`src/rtl/line_draw_arbiter.sv`:
```
// Arbitrates one line_drawer + framebuffer write port between the screen clearer (req[0]) and animator (req[1]).
// Optional macro LINE_ARB_ROUND_ROBIN_EN: alternating priority instead of fixed CLR > ANI.
module line_draw_arbiter #(
    parameter int RST_CYCLES  = 5,
    parameter int TAIL_CYCLES = 2
) (
    input  logic       CLOCK_50,
    input  logic       reset,
    input  logic [1:0] req,
    input  logic [9:0] clr_x0,
    input  logic [9:0] clr_x1,
    input  logic [8:0] clr_y0,
    input  logic [8:0] clr_y1,
    input  logic       clr_color,
    input  logic [9:0] ani_x0,
    input  logic [9:0] ani_x1,
    input  logic [8:0] ani_y0,
    input  logic [8:0] ani_y1,
    input  logic       ani_color,
    output logic [1:0] gnt,
    output logic [1:0] done,
    output logic       busy,
    input  logic [9:0] x,
    input  logic [8:0] y,
    output logic       drw_reset,
    output logic [9:0] drw_x0,
    output logic [9:0] drw_x1,
    output logic [8:0] drw_y0,
    output logic [8:0] drw_y1,
    output logic       pixel_color,
    output logic       pixel_write
);

    localparam int CNT_W = 16;
    localparam logic [CNT_W-1:0] RST_LAST  = CNT_W'(RST_CYCLES - 1);
    localparam logic [CNT_W-1:0] TAIL_LAST = CNT_W'((TAIL_CYCLES > 0) ? TAIL_CYCLES - 1 : 0);
    localparam bit               HAS_TAIL  = (TAIL_CYCLES > 0);

    typedef enum logic [2:0] {
        S_IDLE, S_LOAD, S_RST, S_DRAW, S_TAIL, S_DONE
    } state_t;

    state_t           r_state;
    logic             r_sel;      // 0 = CLR, 1 = ANI
    logic [CNT_W-1:0] r_cnt;
    logic             w_pick_ani;
    logic             w_at_end;

`ifdef LINE_ARB_ROUND_ROBIN_EN
    logic r_rr;
    // r_rr=1 favours ANI; otherwise CLR wins ties
    assign w_pick_ani = r_rr ? req[1] : (req[1] & ~req[0]);
`else
    assign w_pick_ani = req[1] & ~req[0];
`endif

    assign w_at_end = (x == drw_x1) && (y == drw_y1);

    always_ff @(posedge CLOCK_50) begin
        if (reset) begin
            r_state     <= S_IDLE;
            r_sel       <= 1'b0;
            r_cnt       <= '0;
            gnt         <= 2'b00;
            done        <= 2'b00;
            busy        <= 1'b0;
            drw_reset   <= 1'b1;
            pixel_write <= 1'b0;
            pixel_color <= 1'b0;
            drw_x0      <= '0;
            drw_x1      <= '0;
            drw_y0      <= '0;
            drw_y1      <= '0;
`ifdef LINE_ARB_ROUND_ROBIN_EN
            r_rr        <= 1'b0;
`endif
        end else begin
            done <= 2'b00;
            case (r_state)
                S_IDLE: begin
                    drw_reset   <= 1'b1;
                    pixel_write <= 1'b0;
                    if (req != 2'b00) begin
                        r_sel   <= w_pick_ani;
                        gnt     <= w_pick_ani ? 2'b10 : 2'b01;
                        busy    <= 1'b1;
                        r_state <= S_LOAD;
                    end
                end
                S_LOAD: begin
                    drw_x0      <= r_sel ? ani_x0    : clr_x0;
                    drw_x1      <= r_sel ? ani_x1    : clr_x1;
                    drw_y0      <= r_sel ? ani_y0    : clr_y0;
                    drw_y1      <= r_sel ? ani_y1    : clr_y1;
                    pixel_color <= r_sel ? ani_color : clr_color;
                    r_cnt       <= '0;
                    r_state     <= S_RST;
                end
                S_RST: begin
                    if (r_cnt == RST_LAST) begin
                        drw_reset   <= 1'b0;
                        pixel_write <= 1'b1;
                        r_state     <= S_DRAW;
                    end else begin
                        r_cnt <= r_cnt + 1'b1;
                    end
                end
                S_DRAW: begin
                    // endpoint pixel is written this cycle; tail flushes the drawer pipeline
                    if (w_at_end) begin
                        if (HAS_TAIL) begin
                            r_cnt   <= '0;
                            r_state <= S_TAIL;
                        end else begin
                            pixel_write <= 1'b0;
                            drw_reset   <= 1'b1;
                            done        <= gnt;
                            r_state     <= S_DONE;
                        end
                    end
                end
                S_TAIL: begin
                    if (r_cnt == TAIL_LAST) begin
                        pixel_write <= 1'b0;
                        drw_reset   <= 1'b1;
                        done        <= gnt;
                        r_state     <= S_DONE;
                    end else begin
                        r_cnt <= r_cnt + 1'b1;
                    end
                end
                S_DONE: begin
                    gnt     <= 2'b00;
                    busy    <= 1'b0;
                    r_state <= S_IDLE;
`ifdef LINE_ARB_ROUND_ROBIN_EN
                    r_rr    <= ~r_sel;
`endif
                end
                default: r_state <= S_IDLE;
            endcase
        end
    end

endmodule

```
`config.mk`:
```
export PLATFORM = sky130hd
export DESIGN_NAME = line_draw_arbiter
export DESIGN_NICKNAME = d
export VERILOG_FILES = /design/src/rtl/line_draw_arbiter.sv
export SDC_FILE = /design/constraint.sdc
export NUM_CORES = 1
export LEC_CHECK = 0
export BUFFER_PORTS_ARGS = -buffer_cell sky130_fd_sc_hd__buf_2
export CORE_UTILIZATION = 52
export CTS_CLUSTER_DIAMETER = 200
export DETAILED_ROUTE_END_ITERATION = 8
export HOLD_SLACK_MARGIN = 0.06
export PLACE_DENSITY = 0.86
export SLEW_MARGIN = 10
export SYNTH_ARGS = -nofsm -noshare
export SYNTH_HDL_FRONTEND = slang
export SYNTH_SLANG_ARGS = --single-unit
```
`constraint.sdc`:
```
create_clock -name CLOCK_50 -period 3.55 [get_ports CLOCK_50]
set_input_delay 0.71 -clock CLOCK_50 [delete_from_list [all_inputs] [get_ports CLOCK_50]]
set_output_delay 0.71 -clock CLOCK_50 [all_outputs]
set_load 0.01 [all_outputs]
```
==> results.json, run 1 <==
{
  "pre_cts_ws_ns": 0.817,
  "drcViolationCount": 0,
  "clk_pin_slew_ns": 0.07,
  "drive_gt1_share_pct": 38.3,
  "ys_seq_area_share_pct": 37.2,
  "power_leakage_uw": 0.00190,
  "gp_congestion": 0.891,
  "hpwl_um": 7090,
  "std_cell_rows": 29,
  "cts_tree": "built",
  "synth-main-ff-cell": "dfxtp_1",
  "synth-warning-count": 0,
  "cts_buffers": 9,
  "synth_edf_count": 0,
  "fmax_mhz": 411,
  "grt_pass1_vias": 3300,
  "relSlewSlack_pct": 31.4,
  "worst_setup_path_start_kind": "input port",
  "diodes": 0,
  "first_iter_violations": 174,
  "slew_violations": 0,
  "layout_worst_path_cycle_share_pct": 68.5,
  "hold_class": "flip-flop to flip-flop",
  "ys_ff_latch": 66,
  "grt_use_total_pct": 27.2,
  "path_class": "input port to flip-flop",
  "dpl_cell_area_sq_um": 4240,
  "ctsResizeCount": 0,
  "cts_sinks": 66,
  "fillers": 530,
  "status": "complete, no violations",
  "grt_pass1_wl_um": 15400,
  "io_buffers": 146,
  "synthesis.area_sq_um": 3550,
  "die_w_um": 84.7,
  "layout_common_cells": "buf_2 (146), dfxtp_1 (65), nor2_1 (52)",
  "hold_viol_final": 0,
  "firstDrtPassIters": 7,
  "post-route-util_pct": 69.0,
  "syn_avg_cell_area_sq_um": 9.40,
  "tightest_slew_ns": 1.03,
  "io_pins": 147,
  "maxCapViolations": 0,
  "finalPower_uw": 2870,
  "cts-root-buf": "clkbuf_8",
  "rsz0062_at_grt": "no",
  "clkLatencyLatePin_ns": 0.34,
  "clockBufferDepth": 2,
  "setup_ws_ns": 1.12,
  "path_max_fanout": 16,
  "wl_per_cell_um": 16.1,
  "vias": 3469,
  "grt_start_max_net_pins": 81,
  "cts_hold_buf": 0,
  "area_growth_pct": 25.4,
  "htree_levels": 3,
  "netlist_instances": 378,
  "async_flop_share_pct": 0,
  "ant_nets": 0,
  "setup_viol_count_final": 0,
  "mostFrequentLayoutCell": "buf_2",
  "vdd_drop_max_v": 0.000364,
  "vias_per_cell": 5.86,
  "die_area_sq_um": 7170,
  "end_kind": "flip-flop",
  "postCtsSetupRepairBufs": 0,
  "ys_types": 57,
  "multiInputGateArea_sq_um": 2040,
  "required_ns": 3.73,
  "synth_nets": 482,
  "cellPowerDensity_nw_per_um2": 644,
  "start_util_pct": 55.0,
  "final.setup.tns_ns": 0,
  "num-nets-final": 615,
  "die_height_um": 84.7,
  "design_area_sq_um": 4460,
  "fin_crit_ns": 2.43,
  "wl_um": 9520,
  "fin_skew_ns": 0.00519,
  "antenna_found_initial": 0,
  "overflow": 0,
  "regArea_sq_um": 1320,
  "coreArea_sq_um": 6460,
  "crit_arrival_ns": 2.61
}
-- stage by stage --
step                      std cells  hold slack, ns
after floorplan                 378           0.481
after global placement          577           0.445
after detailed placement        577           0.456
after CTS                       592           0.465
after global routing            592           0.487
final                           592           0.461
-- flip-flops by register name (all words and copies together) (netlist names), 2 cells and up --
register	flops
drw_y0	9
gnt	2
drw_x1	10
r_state	3
drw_y1	9
r_cnt	16
drw_x0	10
done	2
-- logic make-up after synthesis --
logic type / count (synthesis) / synth area share (%)
xor gates and xnor gates: 19 / 4.68
muxes: 39 / 11.0
buffers and inverters: 33 / 5.56
AOI/OAI and AO/OA: 101 / 22.7
DFF: 66 / 37.2
adders and majority gates: 3 / 1.06
and+or+nand+nor: 117 / 17.8
-- power by group --
group | internal, uW | switching, uW
combinational | 453 | 609
sequential | 907 | 194
clock | 431 | 275
-- cell usage after synthesis (2+ instances only) --
cell	n	area share, %
xor2_1	19	4.7
nand4_1	6	1.1
and2_1	5	0.88
clkbuf_8	2	0.77
inv_1	5	0.53
and2_2	2	0.42
nor3_1	6	0.85
o21ai_0	4	0.56
buf_1	4	0.42
buf_2	4	0.56
nor2_1	52	5.5
a21o_2	3	0.74
a31oi_1	11	1.9
nand3_1	5	0.70
a41oi_1	3	0.74
a311oi_1	6	1.5
nor4_1	6	1.1
and3_2	4	0.85
buf_6	3	0.95
nand2_1	15	1.6
ha_1	3	1.1
nand3b_1	2	0.42
a211oi_2	2	0.70
mux2i_1	39	11
a21oi_1	11	1.5
a211oi_1	41	8.7
nor3b_1	2	0.42
o21bai_1	2	0.42
a311oi_2	7	3.0
dfxtp_1	66	37
a21o_1	2	0.42
clkbuf_1	11	1.2
-- metal layers --
metal  GRT usage (%)  wire length (um)  part of all wire [%]  up-vias
met2            45.4              4720                    50      147
met5               0                 0                     0        -
met4            12.6               295                   3.1        0
met1            32.7              3980                    42     1617
met3            7.18               530                   5.6       22
li1                -                 -                     -     1683
-- worst max-delay path, cell delays in order --
cell	delay, ns
buf_2	0.10
xor2_1	0.13
nor4_1	0.52
a21oi_1	0.20
nor3_4	0.73
a311oi_2	0.21
-- layout make-up --
class / instances / area share (%)
multi-input combinational: 279 / 45.8
inverter: 5 / 0.421
tap: 77 / 2.16
timing repair buffer: 150 / 17.1
clock inverter: 2 / 1.35
clock buffer: 13 / 3.57
sequential: 66 / 29.7
-- worst paths after layout --
path                                start         to  slack [ns]  cells after the start
worst min-delay path                 busy       busy        0.46                      2
worst min register to register       busy       busy        0.46                      2
worst max register to register  drw_y1[4]  r_cnt[15]        1.20                      5
worst max-delay path                 y[5]  r_cnt[15]        1.12                      6
Power figures use the tool's default switching activity.
==> inputs of run 2 (changes only) <==
--- a/config.mk
+++ b/config.mk
@@ -6,11 +6,11 @@
 export NUM_CORES = 1
 export LEC_CHECK = 0
 export BUFFER_PORTS_ARGS = -buffer_cell sky130_fd_sc_hd__buf_2
-export CORE_UTILIZATION = 52
+export CORE_UTILIZATION = 48
 export CTS_CLUSTER_DIAMETER = 200
 export DETAILED_ROUTE_END_ITERATION = 8
 export HOLD_SLACK_MARGIN = 0.06
-export PLACE_DENSITY = 0.86
+export PLACE_DENSITY = 0.8
 export SLEW_MARGIN = 10
 export SYNTH_ARGS = -nofsm -noshare
 export SYNTH_HDL_FRONTEND = slang
==> constraint.sdc (replaced) <==
create_clock -name CLOCK_50 -period 2.3 [get_ports CLOCK_50]
set_input_delay 0.46 -clock CLOCK_50 [delete_from_list [all_inputs] [get_ports CLOCK_50]]
set_output_delay 0.46 -clock CLOCK_50 [all_outputs]
set_load 0.01 [all_outputs]
==> run 2 against run 1 <==
Clock skew rose by 0.0046 ns. Design area rose by 2.4%. Register-to-register slack got worse by 0.84 ns. Critical path depth rose by 1. Clock power rose by 64%. Cell count rose by 4.2%. Worst setup slack got worse by 0.76 ns. Largest cell class unchanged.
==> results.json, run 2 (synthesis gave the netlist of run 1 again) <==
{
  "rsz0062_at_grt": "no",
  "area_growth_pct": 28.4,
  "power_leakage_uw": 0.00194,
  "std_cell_rows": 31,
  "grt_start_max_net_pins": 77,
  "p_int_uw": 2880,
  "hpwl_um": 6590,
  "critPathBufInv": 1,
  "status": "complete, no violations",
  "finalPower_uw": 4540,
  "cts_sinks": 66,
  "coreArea_sq_um": 7210,
  "path_max_fanout": 16,
  "design_area_sq_um": 4560,
  "clkLatencyLatePin_ns": 0.35,
  "largest_register_ffs": 16,
  "start_util_pct": 49.3,
  "ctsResizeCount": 0,
  "firstDrtPassIters": 5,
  "die_height_um": 88.0,
  "switching_power_uw": 1660,
  "path_delay_family": "simple AND/OR/NAND/NOR gates",
  "cts_hold_buf": 0,
  "cp.depth": 7,
  "fillers": 628,
  "vdd_drop_max_v": 0.000532,
  "num-nets-final": 617,
  "wl_um": 8870,
  "tightest_slew_ns": 0.623,
  "grt_pass1_wl_um": 14600,
  "cts-root-buf": "clkbuf_8",
  "hold_class": "input port to flip-flop",
  "p_sw_share_pct": 36.5,
  "layout_common_cells": "buf_2 (146), dfxtp_1 (65), nor2_1 (52)",
  "io_pins": 147,
  "critPathMaxStageDelay_ns": 0.45,
  "ant_nets": 0,
  "layout_worst_path_cycle_share_pct": 84.3,
  "htree_levels": 3,
  "worst_setup_path_start_kind": "flip-flop",
  "first_iter_violations": 188,
  "clk_pin_slew_ns": 0.07,
  "clockBufferDepth": 2,
  "p_comb_share_pct": 39.0,
  "fin_skew_ns": 0.00978,
  "worstRegToRegCells": 7,
  "crit_slowest_cell": "dfxtp_1",
  "gp_congestion": 0.857,
  "grt_pass1_vias": 3147,
  "cts_buffers": 9,
  "reg.largest.list": "r_cnt: 16 flops, drw_x0: 10 flops, drw_x1: 10 flops",
  "end_kind": "flip-flop",
  "diodes": 0,
  "setup_viol_count_final": 0,
  "antenna_found_initial": 0,
  "postCtsSetupRepairBufs": 0,
  "pwr-share-seq_pct": 35.5,
  "path_class": "flip-flop to flip-flop",
  "drcViolationCount": 0,
  "io_buffers": 146,
  "wl_per_cell_um": 14.4,
  "grt_use_total_pct": 24.3,
  "vias_per_cell": 5.49,
  "overflow": 0,
  "hold_viol_final": 0,
  "mostFrequentLayoutCell": "buf_2",
  "die_area_sq_um": 7750,
  "vias": 3385,
  "power_frac_clock_pct": 25.5,
  "dpl_cell_area_sq_um": 4330,
  "final.setup.tns_ns": 0,
  "crit_arrival_ns": 2.19,
  "slew_violations": 0,
  "cellPowerDensity_nw_per_um2": 995,
  "fmax_mhz": 516,
  "cp_cell_sequence": "ha_1, nor4b_1, nand4_1, a21oi_2, nor3_4, buf_12, a311oi_1",
  "relSlewSlack_pct": 58.2,
  "top_register": "r_cnt",
  "fin_crit_ns": 1.94,
  "required_ns": 2.55,
  "holdPathStages": 2,
  "maxCapViolations": 0,
  "die_w_um": 88.0,
  "drive_gt1_share_pct": 38.8,
  "cts_tree": "built"
}
[run 2: cell types whose count changed in the layout (fill, tap and decap cells not counted), sizes merged]
cell    before  now
clkbuf      13   10
buf        150  152
clkinv       0    3
bufinv       2    3
[run 2: metrics by stage]
stage	setup slack, ns	std cells	util, %	hold slack (ns)
after floorplan	0.508	378	-	0.481
after global placement	0.370	601	60.0	0.446
after detailed placement	0.327	601	60.0	0.451
after CTS	0.367	617	63.3	0.340
after global routing	0.159	617	63.3	0.361
final	0.361	617	63.3	0.351
[run 2: routing by layer]
layer  up-vias  wire, um  GRT usage, %
li1       1697         -             -
met1      1535      3710          29.5
met2       134      4380          40.5
met3        19       553          6.03
met4         0       218          11.3
met5         -         0             0
[run 2: area by class of cell]
| class | count | area (sq um) | area share (%) |
|---|---|---|---|
| inverter | 5 | 18.8 | 0.411 |
| clock buffer | 10 | 128 | 2.80 |
| clock inverter | 6 | 105 | 2.30 |
| multi-input combinational | 279 | 2040 | 44.7 |
| sequential | 66 | 1320 | 29.0 |
| tap | 99 | 124 | 2.71 |
| timing repair buffer | 152 | 826 | 18.1 |
[run 2: worst paths after layout]
check           start       end  slack, ns
max          r_cnt[0]  r_cnt[7]       0.36
min            req[0]     r_sel       0.35
min reg2reg      busy      busy       0.46
max reg2reg  r_cnt[0]  r_cnt[7]       0.36
[run 2: power by group through the flow]
stage | registers [uW] | logic, uW | clock network (uW)
finish | 1610 | 1770 | 1160
floorplan | 1700 | 1140 | 0
global route | 1640 | 1970 | 1220
detailed placement | 1630 | 1770 | 0
CTS | 1610 | 1780 | 1180
global placement | 1630 | 1730 | 0
==> inputs of run 3 (changes only) <==
--- a/config.mk
+++ b/config.mk
@@ -6,11 +6,11 @@
 export NUM_CORES = 1
 export LEC_CHECK = 0
 export BUFFER_PORTS_ARGS = -buffer_cell sky130_fd_sc_hd__buf_2
-export CORE_UTILIZATION = 48
+export CORE_UTILIZATION = 44
 export CTS_CLUSTER_DIAMETER = 200
 export DETAILED_ROUTE_END_ITERATION = 8
 export HOLD_SLACK_MARGIN = 0.06
-export PLACE_DENSITY = 0.8
+export PLACE_DENSITY = 0.77
 export SLEW_MARGIN = 10
 export SYNTH_ARGS = -nofsm -noshare
 export SYNTH_HDL_FRONTEND = slang
==> constraint.sdc (replaced) <==
create_clock -name CLOCK_50 -period 1.65 [get_ports CLOCK_50]
set_input_delay 0.33 -clock CLOCK_50 [delete_from_list [all_inputs] [get_ports CLOCK_50]]
set_output_delay 0.33 -clock CLOCK_50 [all_outputs]
set_load 0.01 [all_outputs]
==> run 3 against run 2 <==
The flow now finishes with violations (setup timing). Clock power increased by 19%. Flip-flop and latch count unchanged. Count of clock-buffer cells in the layout increased by 2. Worst setup slack got worse by 0.63 ns. Hold slack got worse by 0.13 ns. Register-to-register slack got worse by 0.63 ns. Maximum frequency increased by 1.1%. First-iteration DRC count increased by 4.3%. Via count increased by 13%. Sequential share of layout area decreased by 3.6 points. Cell count increased by 11%.
==> results.json, run 3 (synthesis gave the netlist of run 1 again) <==
{
  "status": "complete, but fails checks",
  "violations": "setup timing",
  "drive_gt1_share_pct": 51.4,
  "fmax_mhz": 522,
  "grt_use_met1_pct": 28.1,
  "cellPowerDensity_nw_per_um2": 1310,
  "htree_levels": 3,
  "area_growth_pct": 48.0,
  "layout_worst_path_cycle_share_pct": 116,
  "vias_per_cell": 5.60,
  "setup_viol_count_final": 19,
  "wl_um": 11600,
  "die_w_um": 91.9,
  "final.setup.tns_ns": -3.85,
  "dp.cells": 654,
  "end_kind": "flip-flop",
  "clk_pin_slew_ns": 0.07,
  "std_cell_rows": 32,
  "start_util_pct": 45.7,
  "grt_start_max_net_pins": 81,
  "worst_setup_path_start_kind": "flip-flop",
  "cts-root-buf": "clkbuf_8",
  "io_buffers": 146,
  "cts_buffers": 9,
  "grt_pass1_vias": 3652,
  "grt_use_total_pct": 25.2,
  "top_register": "r_cnt",
  "ant_nets": 0,
  "num-nets-final": 679,
  "diodes": 0,
  "holdPathStages": 2,
  "slew_violations": 0,
  "overflow": 0,
  "final_cells": 682,
  "worstRegToRegCells": 6,
  "crit_arrival_ns": 2.13,
  "io_pins": 147,
  "drcViolationCount": 0,
  "hold_viol_final": 0,
  "reg.largest.list": "r_cnt: 16 flops, drw_x0: 10 flops, drw_x1: 10 flops",
  "rsz0062_at_grt": "yes",
  "gp_congestion": 0.906,
  "clockBufferDepth": 2,
  "wl_per_cell_um": 17.0,
  "die_height_um": 91.9,
  "layout_common_cells": "buf_2 (146), buf_4 (58), dfxtp_1 (56)",
  "maxCapViolations": 0,
  "clkLatencyLatePin_ns": 0.35,
  "cts_tree": "built",
  "setup_ws_ns": -0.268,
  "path_class": "flip-flop to flip-flop",
  "relSlewSlack_pct": 69.8,
  "hpwl_um": 7310,
  "mostFrequentLayoutCell": "buf_2",
  "required_ns": 1.86,
  "fillers": 620,
  "top_usage_layer": "met2",
  "power_leakage_uw": 0.00230,
  "finalPower_uw": 6870,
  "fin_crit_ns": 1.92,
  "first_iter_violations": 196,
  "coreArea_sq_um": 7770,
  "vdd_drop_max_v": 0.000881,
  "fin_skew_ns": 0.0124,
  "hold_class": "input port to flip-flop",
  "antenna_found_initial": 0,
  "grtUsageMet3_pct": 4.98,
  "tightest_slew_ns": 0.450,
  "cts_sinks": 66,
  "vias": 3816,
  "grt_pass1_wl_um": 16700,
  "die_area_sq_um": 8440,
  "path_max_fanout": 6,
  "largest_register_ffs": 16,
  "firstDrtPassIters": 4,
  "gr-usage-met2_pct": 43.7
}
==> run 3: cell count changes in the layout (fill, tap and decap cells not counted), sizes merged <==
cell	delta
clkinv	-1
bufinv	-2
buf	+61
clkinvlp	+1
clkbuf	+3
==> run 3: final timing paths <==
| kind | end | slack (ns) | startpoint |
|---|---|---|---|
| max | pixel_write | -0.27 | r_cnt[12] |
| min | r_sel | 0.22 | req[0] |
| max reg2reg | pixel_write | -0.27 | r_cnt[12] |
| min reg2reg | busy | 0.47 | busy |
==> run 3: report_power, final <==
| part | switching, uW | leakage, uW | internal (uW) |
|---|---|---|---|
| Combinational | 1800 | 0.00166 | 1490 |
| Clock | 644 | 0.0000966 | 741 |
| Sequential | 247 | 0.000545 | 1960 |
==> run 3: layout make-up <==
class	count	area, sq um	area share, %
Multi-Input combinational cell	279	2260	42.9
Sequential cell	66	1340	25.4
Timing Repair Buffer	214	1320	25.1
Clock buffer	12	145	2.76
Tap cell	102	128	2.43
Clock inverter	4	51.3	0.975
Inverter	5	18.8	0.357
==> run 3: repair_timing <==
item                                    in CTS  in global routing
endpoints found under the setup margin      21                 33
cloned                                       0                  3
resized for setup                           25                 25
buffers inserted                             6                  4
hold buffers                                 0                  0
pin swaps                                   26                 11
==> run 3: stage by stage <==
step	area [sq um]	hold WS [ns]	worst slack, ns	util (%)
after detailed placement	4730	0.459	-0.236	61.0
after global routing	5260	0.231	-0.323	67.7
after floorplan	3570	0.427	-0.0407	-
after global placement	4730	0.443	-0.219	61.0
after CTS	5050	0.210	-0.158	65.0
final	5260	0.223	-0.268	67.7
==> run 3: metal layers <==
| metal | part of all wire, % | vias to the layer above |
|---|---|---|
| met5 | 0 | - |
| li1 | - | 1804 |
| met2 | 50 | 174 |
| met1 | 39 | 1786 |
| met3 | 5.0 | 52 |
| met4 | 5.3 | 0 |
==> run 3: critical path: stages (launching register included) <==
cell and delay [ns]:
dfxtp_1 0.34, buf_4 0.16, nor4_1 0.27, nand4_1 0.31
o21a_2 0.35, o31ai_2 0.25, a21oi_1 0.09
